--- src/rtl/spart_rx.sv ---
// spart_rx: 16x oversampled async serial receiver (8N1, LSB first) with rda/overrun/framing flags.
// Latency: rx_data/rda update in the clk cycle of the 16th baud_clk pulse of the stop bit.
// Backpressure: none; an unread byte is overwritten and flagged via sticky ovr (cleared by rd).
// Optional build macro SPART_RX_FRAME_CHECK_EN: when defined, ferr reports a low stop bit.
module spart_rx (
  input  logic       clk,
  input  logic       rst,
  input  logic       en,
  input  logic       baud_clk,
  input  logic       rxd,
  input  logic       rd,
  output logic [7:0] rx_data,
  output logic       rda,
  output logic       ovr,
  output logic       ferr
);

  typedef enum logic [1:0] {IDLE, START, DATA, STOP} state_t;

  state_t     state;
  logic [3:0] tick;
  logic [2:0] bit_cnt;
  logic [7:0] shift;
  logic       rx_s1;
  logic       rxs;
  logic       rxs_prev;
  logic       done;

  // Byte completes on the 16th baud pulse of the stop bit.
  assign done = baud_clk && (state == STOP) && (tick == 4'd15);

  // Two-flop synchronizer for the asynchronous serial line (idles high).
  always_ff @(posedge clk) begin
    if (rst) begin
      rx_s1 <= 1'b1;
      rxs   <= 1'b1;
    end else begin
      rx_s1 <= rxd;
      rxs   <= rx_s1;
    end
  end

  // Frame FSM; everything, including the start-edge history, advances only on baud pulses.
  always_ff @(posedge clk) begin
    if (rst) begin
      state    <= IDLE;
      tick     <= 4'd0;
      bit_cnt  <= 3'd0;
      shift    <= 8'h00;
      rxs_prev <= 1'b1;
    end else if (baud_clk) begin
      rxs_prev <= rxs;
      case (state)
        IDLE: begin
          if (en && rxs_prev && !rxs) begin
            state <= START;
            tick  <= 4'd0;
          end
        end
        START: begin
          if (tick == 4'd7) begin
            // Mid start bit: a high line means the edge was a glitch.
            tick    <= 4'd0;
            bit_cnt <= 3'd0;
            state   <= rxs ? IDLE : DATA;
          end else begin
            tick <= tick + 4'd1;
          end
        end
        DATA: begin
          tick <= tick + 4'd1;
          if (tick == 4'd15) begin
            shift   <= {rxs, shift[7:1]};
            bit_cnt <= bit_cnt + 3'd1;
            if (bit_cnt == 3'd7) state <= STOP;
          end
        end
        STOP: begin
          tick <= tick + 4'd1;
          if (tick == 4'd15) state <= IDLE;
        end
        default: state <= IDLE;
      endcase
    end
  end

  // Output register and flags; completion takes priority over a same-cycle read.
  always_ff @(posedge clk) begin
    if (rst) begin
      rx_data <= 8'h00;
      rda     <= 1'b0;
      ovr     <= 1'b0;
    end else if (done) begin
      rx_data <= shift;
      rda     <= 1'b1;
      ovr     <= ovr | rda;
    end else if (rd && rda) begin
      rda <= 1'b0;
      ovr <= 1'b0;
    end
  end

`ifdef SPART_RX_FRAME_CHECK_EN
  // Framing error tracks the stop bit of the byte currently held in rx_data.
  always_ff @(posedge clk) begin
    if (rst)       ferr <= 1'b0;
    else if (done) ferr <= ~rxs;
  end
`else
  assign ferr = 1'b0;
`endif

endmodule

--- config.mk ---
export PLATFORM = sky130hd
export DESIGN_NAME = spart_rx
export DESIGN_NICKNAME = d
export VERILOG_FILES = /design/src/rtl/spart_rx.sv
export SDC_FILE = /design/constraint.sdc
export NUM_CORES = 1
export LEC_CHECK = 0
export ABC_AREA = 1
export CAP_MARGIN = 20
export CORE_ASPECT_RATIO = 0.5
export CORE_UTILIZATION = 40
export CTS_CLUSTER_DIAMETER = 150
export DETAILED_ROUTE_END_ITERATION = 8
export DONT_BUFFER_PORTS = 1
export SLEW_MARGIN = 10
export SYNTH_ARGS = -nofsm -noshare
export SYNTH_HDL_FRONTEND = slang
export SYNTH_SLANG_ARGS = --single-unit
export TNS_END_PERCENT = 5
--- constraint.sdc ---
create_clock -name clk -period 1.46 [get_ports clk]
set_clock_uncertainty 0.1 [all_clocks]
set_input_delay 0.292 -clock clk [delete_from_list [all_inputs] [get_ports clk]]
set_output_delay 0.292 -clock clk [all_outputs]
set_load 0.03 [all_outputs]
==> impl_metrics.env, run 1 <==
export IMPL_synthArstFlopShare_pct=0
export IMPL_cts_hold_repair_buffers=1
export IMPL_synth_top_area_share_pct=45.5
export IMPL_first_global_vias=966
export IMPL_syn_nets=178
export IMPL_r2r_slack_ns=0.02
export IMPL_hold_viol_final=8
export IMPL_clkTransAtPathRegs_ns=0.07
export IMPL_start_util_pct=43.1
export IMPL_yosysMostFrequentCell="nor2_1"
export IMPL_hold_depth=1
export IMPL_num_vias=1089
export IMPL_finalSetupTns_ns=0
export IMPL_holdPathEnd="tick[1]"
export IMPL_cts_buffers=5
export IMPL_path_max_fanout=6
export IMPL_drv_slew=0
export IMPL_ios=17
export IMPL_violations="negative hold slack"
export IMPL_status="complete, but fails checks"
export IMPL_clk_latency_ns=0.29
export IMPL_first_pass_iters=5
export IMPL_seq_area_frac_synth_pct=45.5
export IMPL_p_per_area_nw_per_um2=1040
export IMPL_wl_per_cell_um=11.3
export IMPL_cp_arrival_ns=1.53
export IMPL_final_cells=218
export IMPL_hold_path_class="in2reg"
export IMPL_path_class="reg2reg"
export IMPL_syn_to_final_growth_pct=17.1
export IMPL_yosys_warnings=0
export IMPL_period_needed_ns=1.44
export IMPL_final_nets=186
export IMPL_vias_per_cell=5.00
export IMPL_htreeDepth=2
export IMPL_drv_cap=0
export IMPL_fin_crit_sh_pct=98.5
export IMPL_antenna_found_initial=0
export IMPL_timing_rr_end="bit_cnt[1]"
export IMPL_finalWirelength_mm=2.47
export IMPL_drc=0
export IMPL_clock_sinks=30
export IMPL_yosys_top_cells_count="35 x nor2_1, 30 x dfxtp_1, 24 x nand2_1"
export IMPL_tritoncts="done"
export IMPL_fmax_ghz=0.695
export IMPL_grt_usage_pct=15.4
export IMPL_timing_hold_ws_ns=-0.0454
export IMPL_core_area_um2=3070
export IMPL_io_buffers=0
export IMPL_antennaDiodeCount=0
export IMPL_grt_pass1_wl_mm=4.11
export IMPL_overflow=0
export IMPL_dp_hpwl_mm=1.67
export IMPL_synth_seq_cells=30
export IMPL_dieWidth_um=83.3
export IMPL_endpoint_kind="register"
export IMPL_yosys_area_top_type="dfxtp_1"
export IMPL_grt_setup_unrepaired="yes"
export IMPL_netlist_instances=169
export IMPL_drive_gt1_share_pct=25.3
export IMPL_dpl_cell_count=208
export IMPL_r2r_start="tick[3]"
export IMPL_synth_edf_count=0
export IMPL_cts_buffer_depth=2
export IMPL_min_from="rst"
export IMPL_worstPathRequired_ns=1.55
export IMPL_peakVddDrop_mv=0.563
export IMPL_gp_congestion=0.842
export IMPL_yosys_top_cells_area="dfxtp_1 45%, nor2_1 9.9%, o21ai_0 8.3%"
export IMPL_fp_dieH_um=42.6
export IMPL_ant_nets=0
export IMPL_ys_types=27
export IMPL_reg2regPathDepth=7
export IMPL_p_leak_nw=0.597
export IMPL_grt_start_max_net_pins=17
export IMPL_start_kind="register"
export IMPL_synth_top_flop_cell="dfxtp_1"
export IMPL_syn_avg_cell_area_um2=7.82
export IMPL_die_area_um2=3550
export IMPL_rows=14
export IMPL_cts_root_buffer="clkbuf_8"
export IMPL_finalSetupViolations=0
export IMPL_synth_area_um2=1320
export IMPL_drtIter0Drc=24
layout make-up:
class,count,area (um^2)
Sequential cell,30,604
Inverter,13,55.1
Clock inverter,2,12.5
Timing Repair Buffer,6,60.1
Clock buffer,6,82.6
Fill cell,280,1520
Multi-Input combinational cell,121,683
Tap cell,40,50.0
how the worst max path moves through the flow:
stage | endpoint | from | slack [ns] | cells after the start
after floorplan | bit_cnt[1] | tick[0] | 0.04 | 8
after global placement | bit_cnt[1] | tick[1] | 0.003 | 8
after detailed placement | bit_cnt[1] | tick[1] | -0.08 | 8
after CTS | bit_cnt[1] | tick[0] | 0.001 | 8
after global routing | bit_cnt[2] | tick[0] | -0.07 | 8
final | bit_cnt[1] | tick[3] | 0.02 | 7
cell usage in the layout, fill, tap and decap left out, types with 4 or more instances in the layout:
cell type and n:
dfxtp_1 27, o21ai_0 20, o21ai_1 4, a21oi_1 8, nor2_4 4, clkbuf_8 6, buf_4 4, nor2_1 34
nand2_1 22, inv_2 4, inv_1 6
kinds of logic after synthesis:
logic type	count (synthesis)	synth area share, %
flip-flops	30	45.5
AND/OR/NAND/NOR	79	28.9
AO/OA/AOI/OAI	38	16.5
adder cells (fa/ha/maj)	3	2.84
buffers and inverters	18	6.06
other	1	0.284
where the power goes:
group | switching (mW) | internal (mW)
clock network | 0.337 | 0.378
registers | 0.00507 | 0.824
logic | 0.0379 | 0.0252
registers in the layout, indices dropped and copies added (netlist names), named ones only:
name      cells
state         1
rx_data       8
rxs_prev      1
ovr           1
rxs           1
rda           1
rx_s1         1
tick          4
shift         8
bit_cnt       3
what timing repair did:
action	CTS	global route
gates resized for setup	7	9
pin swaps	2	5
setup buffers	0	1
hold endpoints to repair	9	8
endpoints found under the setup margin	4	14
metrics by stage:
step | power (mW) | area (um^2) | setup slack, ns | utilization, %
6_report | 1.61 | 1550 | 0.0218 | 50.5
5_1_grt | 1.66 | 1550 | -0.0672 | 50.5
4_1_cts | 1.62 | 1510 | 0.00102 | 49.3
3_5_place_dp | 0.908 | 1380 | -0.0762 | 45.1
3_3_place_gp | 0.908 | 1380 | 0.00321 | 45.1
2_1_floorplan | 0.896 | 1320 | 0.0352 | -
layer usage:
layer,up-vias,part of all wire (%),track usage [%]
met5,-,0,0
met4,0,2.0,10.3
met1,507,51,18.3
met2,17,44,23.6
met3,6,3.5,5.71
li1,559,-,-
worst max-delay path, stage by stage (launching register included):
cell and delay [ns]:
dfxtp_1 0.49, nand3_4 0.14, inv_4 0.11, nand2_2 0.07
a21oi_4 0.20, nand2_1 0.09, o21ai_1 0.09, nor2_1 0.05
(Power assumes the default switching activity.)
==> run 2, diff against run 1 <==
- CTS_CLUSTER_SIZE: unset -> 8
==> results of run 2 <==
The final DEF is identical to that of run 1; final timing and power are the same.
==> run 3, diff against run 2 <==
- DONT_BUFFER_PORTS: 1 -> unset
==> impl_metrics.env, run 3 (synthesis gave the netlist of run 1 again) <==
export IMPL_status="finished clean"
export IMPL_antenna_found_initial=0
export IMPL_intPower_mw=1.41
export IMPL_min_from="baud_clk"
export IMPL_timing_rr_end="bit_cnt[1]"
export IMPL_drv_cap=0
export IMPL_period_needed_ns=1.44
export IMPL_cts_buffer_depth=2
export IMPL_hold_depth=3
export IMPL_drive_gt1_share_pct=30.6
export IMPL_top_regs="rx_data: 8 flops, shift: 8 flops, tick: 4 flops"
export IMPL_grt_pass1_wl_mm=4.68
export IMPL_first_global_vias=1052
export IMPL_finalSetupViolations=0
export IMPL_cts_hold_repair_buffers=0
export IMPL_wl_per_cell_um=11.1
export IMPL_dp_hpwl_mm=1.89
export IMPL_start_kind="register"
export IMPL_fp_dieH_um=42.6
export IMPL_worstPathRequired_ns=1.54
export IMPL_reg2regPathDepth=8
export IMPL_tritoncts="done"
export IMPL_ios=17
export IMPL_cp_arrival_ns=1.52
export IMPL_finalWirelength_mm=2.74
export IMPL_ant_nets=0
export IMPL_final_nets=215
export IMPL_htreeDepth=2
export IMPL_final_common_cell="nor2_1"
export IMPL_pwr_share_comb_pct=5.2
export IMPL_antennaDiodeCount=0
export IMPL_vias_per_cell=4.81
export IMPL_io_buffers=15
export IMPL_first_pass_iters=4
export IMPL_dieWidth_um=83.3
export IMPL_drtIter0Drc=30
export IMPL_p_total_mw=1.78
export IMPL_drc=0
export IMPL_grt_setup_unrepaired="yes"
export IMPL_clockPowerShare_pct=48.0
export IMPL_most_common_layout_cells="34 x nor2_1, 24 x dfxtp_1, 22 x nand2_1"
export IMPL_path_max_fanout=6
export IMPL_hold_viol_final=0
export IMPL_cts_buffers=5
export IMPL_rows=14
export IMPL_core_area_um2=3070
export IMPL_grt_usage_pct=17.4
export IMPL_post_dp_cell_area_um2=1600
export IMPL_holdPathEnd="rxs_prev"
export IMPL_p_per_area_nw_per_um2=984
export IMPL_fmax_ghz=0.695
export IMPL_num_vias=1184
export IMPL_start_util_pct=43.1
export IMPL_endpoint_kind="register"
export IMPL_stdcell_area_um2=1800
export IMPL_drv_slew=0
export IMPL_peakVddDrop_mv=0.509
export IMPL_clock_sinks=30
export IMPL_cts_root_buffer="clkbuf_8"
export IMPL_clkTransAtPathRegs_ns=0.06
export IMPL_syn_to_final_growth_pct=36.6
export IMPL_r2r_slack_ns=0.02
export IMPL_r2r_start="tick[0]"
export IMPL_fillers=289
export IMPL_p_sw_mw=0.364
export IMPL_fin_crit_sh_pct=98.6
export IMPL_die_area_um2=3550
export IMPL_grt_start_max_net_pins=17
export IMPL_path_class="reg2reg"
export IMPL_p_sw_share_pct=20.5
export IMPL_clk_latency_ns=0.28
export IMPL_seqPwrFrac_pct=46.7
export IMPL_p_leak_nw=0.789
export IMPL_overflow=0
export IMPL_gp_congestion=0.789
export IMPL_hold_path_class="in2reg"
run 3: changes by cell type in the layout (fill, tap and decap cells not counted), sizes merged, moves of 2 or more:
| cell | before | now |
|---|---|---|
| buf | 5 | 20 |
| clkdlybuf4s50 | 0 | 4 |
| clkinv | 2 | 0 |
| dlygate4sd2 | 0 | 10 |
run 3: critical path, stage by stage (launching register included):
cell and delay, ns:
dfxtp_2 0.36, ha_4 0.18, nand3_4 0.10, inv_4 0.10
nand2_2 0.06, a21oi_4 0.23, nand2_1 0.08, o21ai_1 0.08
nor2_1 0.05
run 3: metal layers:
layer	vias to the layer above	share of wire (%)	global-route usage, %
li1	622	-	-
met1	540	50	22.4
met2	15	45	26.9
met3	7	3.7	6.50
met4	0	1.4	6.21
met5	-	0	0
run 3: metrics by stage:
step	hold slack [ns]	setup TNS (ns)	instances	setup WS, ns	util (%)
6_report	0.284	0	246	0.0202	58.9
5_1_grt	0.331	-0.516	246	-0.0574	58.9
4_1_cts	0.309	-0.0186	240	-0.0186	56.3
3_5_place_dp	0.294	-4.80	233	-0.227	52.1
3_3_place_gp	0.292	-4.09	233	-0.200	52.1
2_1_floorplan	0.289	0	169	0.0352	-
run 3: how the worst max path moves through the flow:
stage | start | end | cells after the start
2_1_floorplan | tick[0] | bit_cnt[1] | 8
3_3_place_gp | baud_clk | shift[7] | 6
3_5_place_dp | baud_clk | bit_cnt[1] | 7
4_1_cts | tick[1] | bit_cnt[1] | 8
5_1_grt | tick[0] | bit_cnt[1] | 8
6_report | tick[0] | bit_cnt[1] | 8
run 3: repair_timing:
action,CTS,global route
buffers inserted,0,6
resized for setup,16,22
endpoints found under the setup margin,16,8
pin swaps,1,6
run 3: cell type report:
type | count | area (um^2) | area share [%]
well taps | 40 | 50.0 | 2.77
clock buffers | 6 | 82.6 | 4.58
inverters | 13 | 56.3 | 3.12
flip-flops and latches | 30 | 608 | 33.7
multi-input cells | 121 | 687 | 38.1
clock inverters | 1 | 30.0 | 1.66
repair buffers | 35 | 290 | 16.1
run 3: power by group through the flow:
stage | clock (mW) | sequential (mW) | combinational [mW]
6_report | 0.853 | 0.830 | 0.0927
5_1_grt | 0.914 | 0.830 | 0.104
4_1_cts | 0.880 | 0.829 | 0.0927
3_5_place_dp | 0 | 0.847 | 0.0915
3_3_place_gp | 0 | 0.847 | 0.0912
2_1_floorplan | 0 | 0.846 | 0.0495
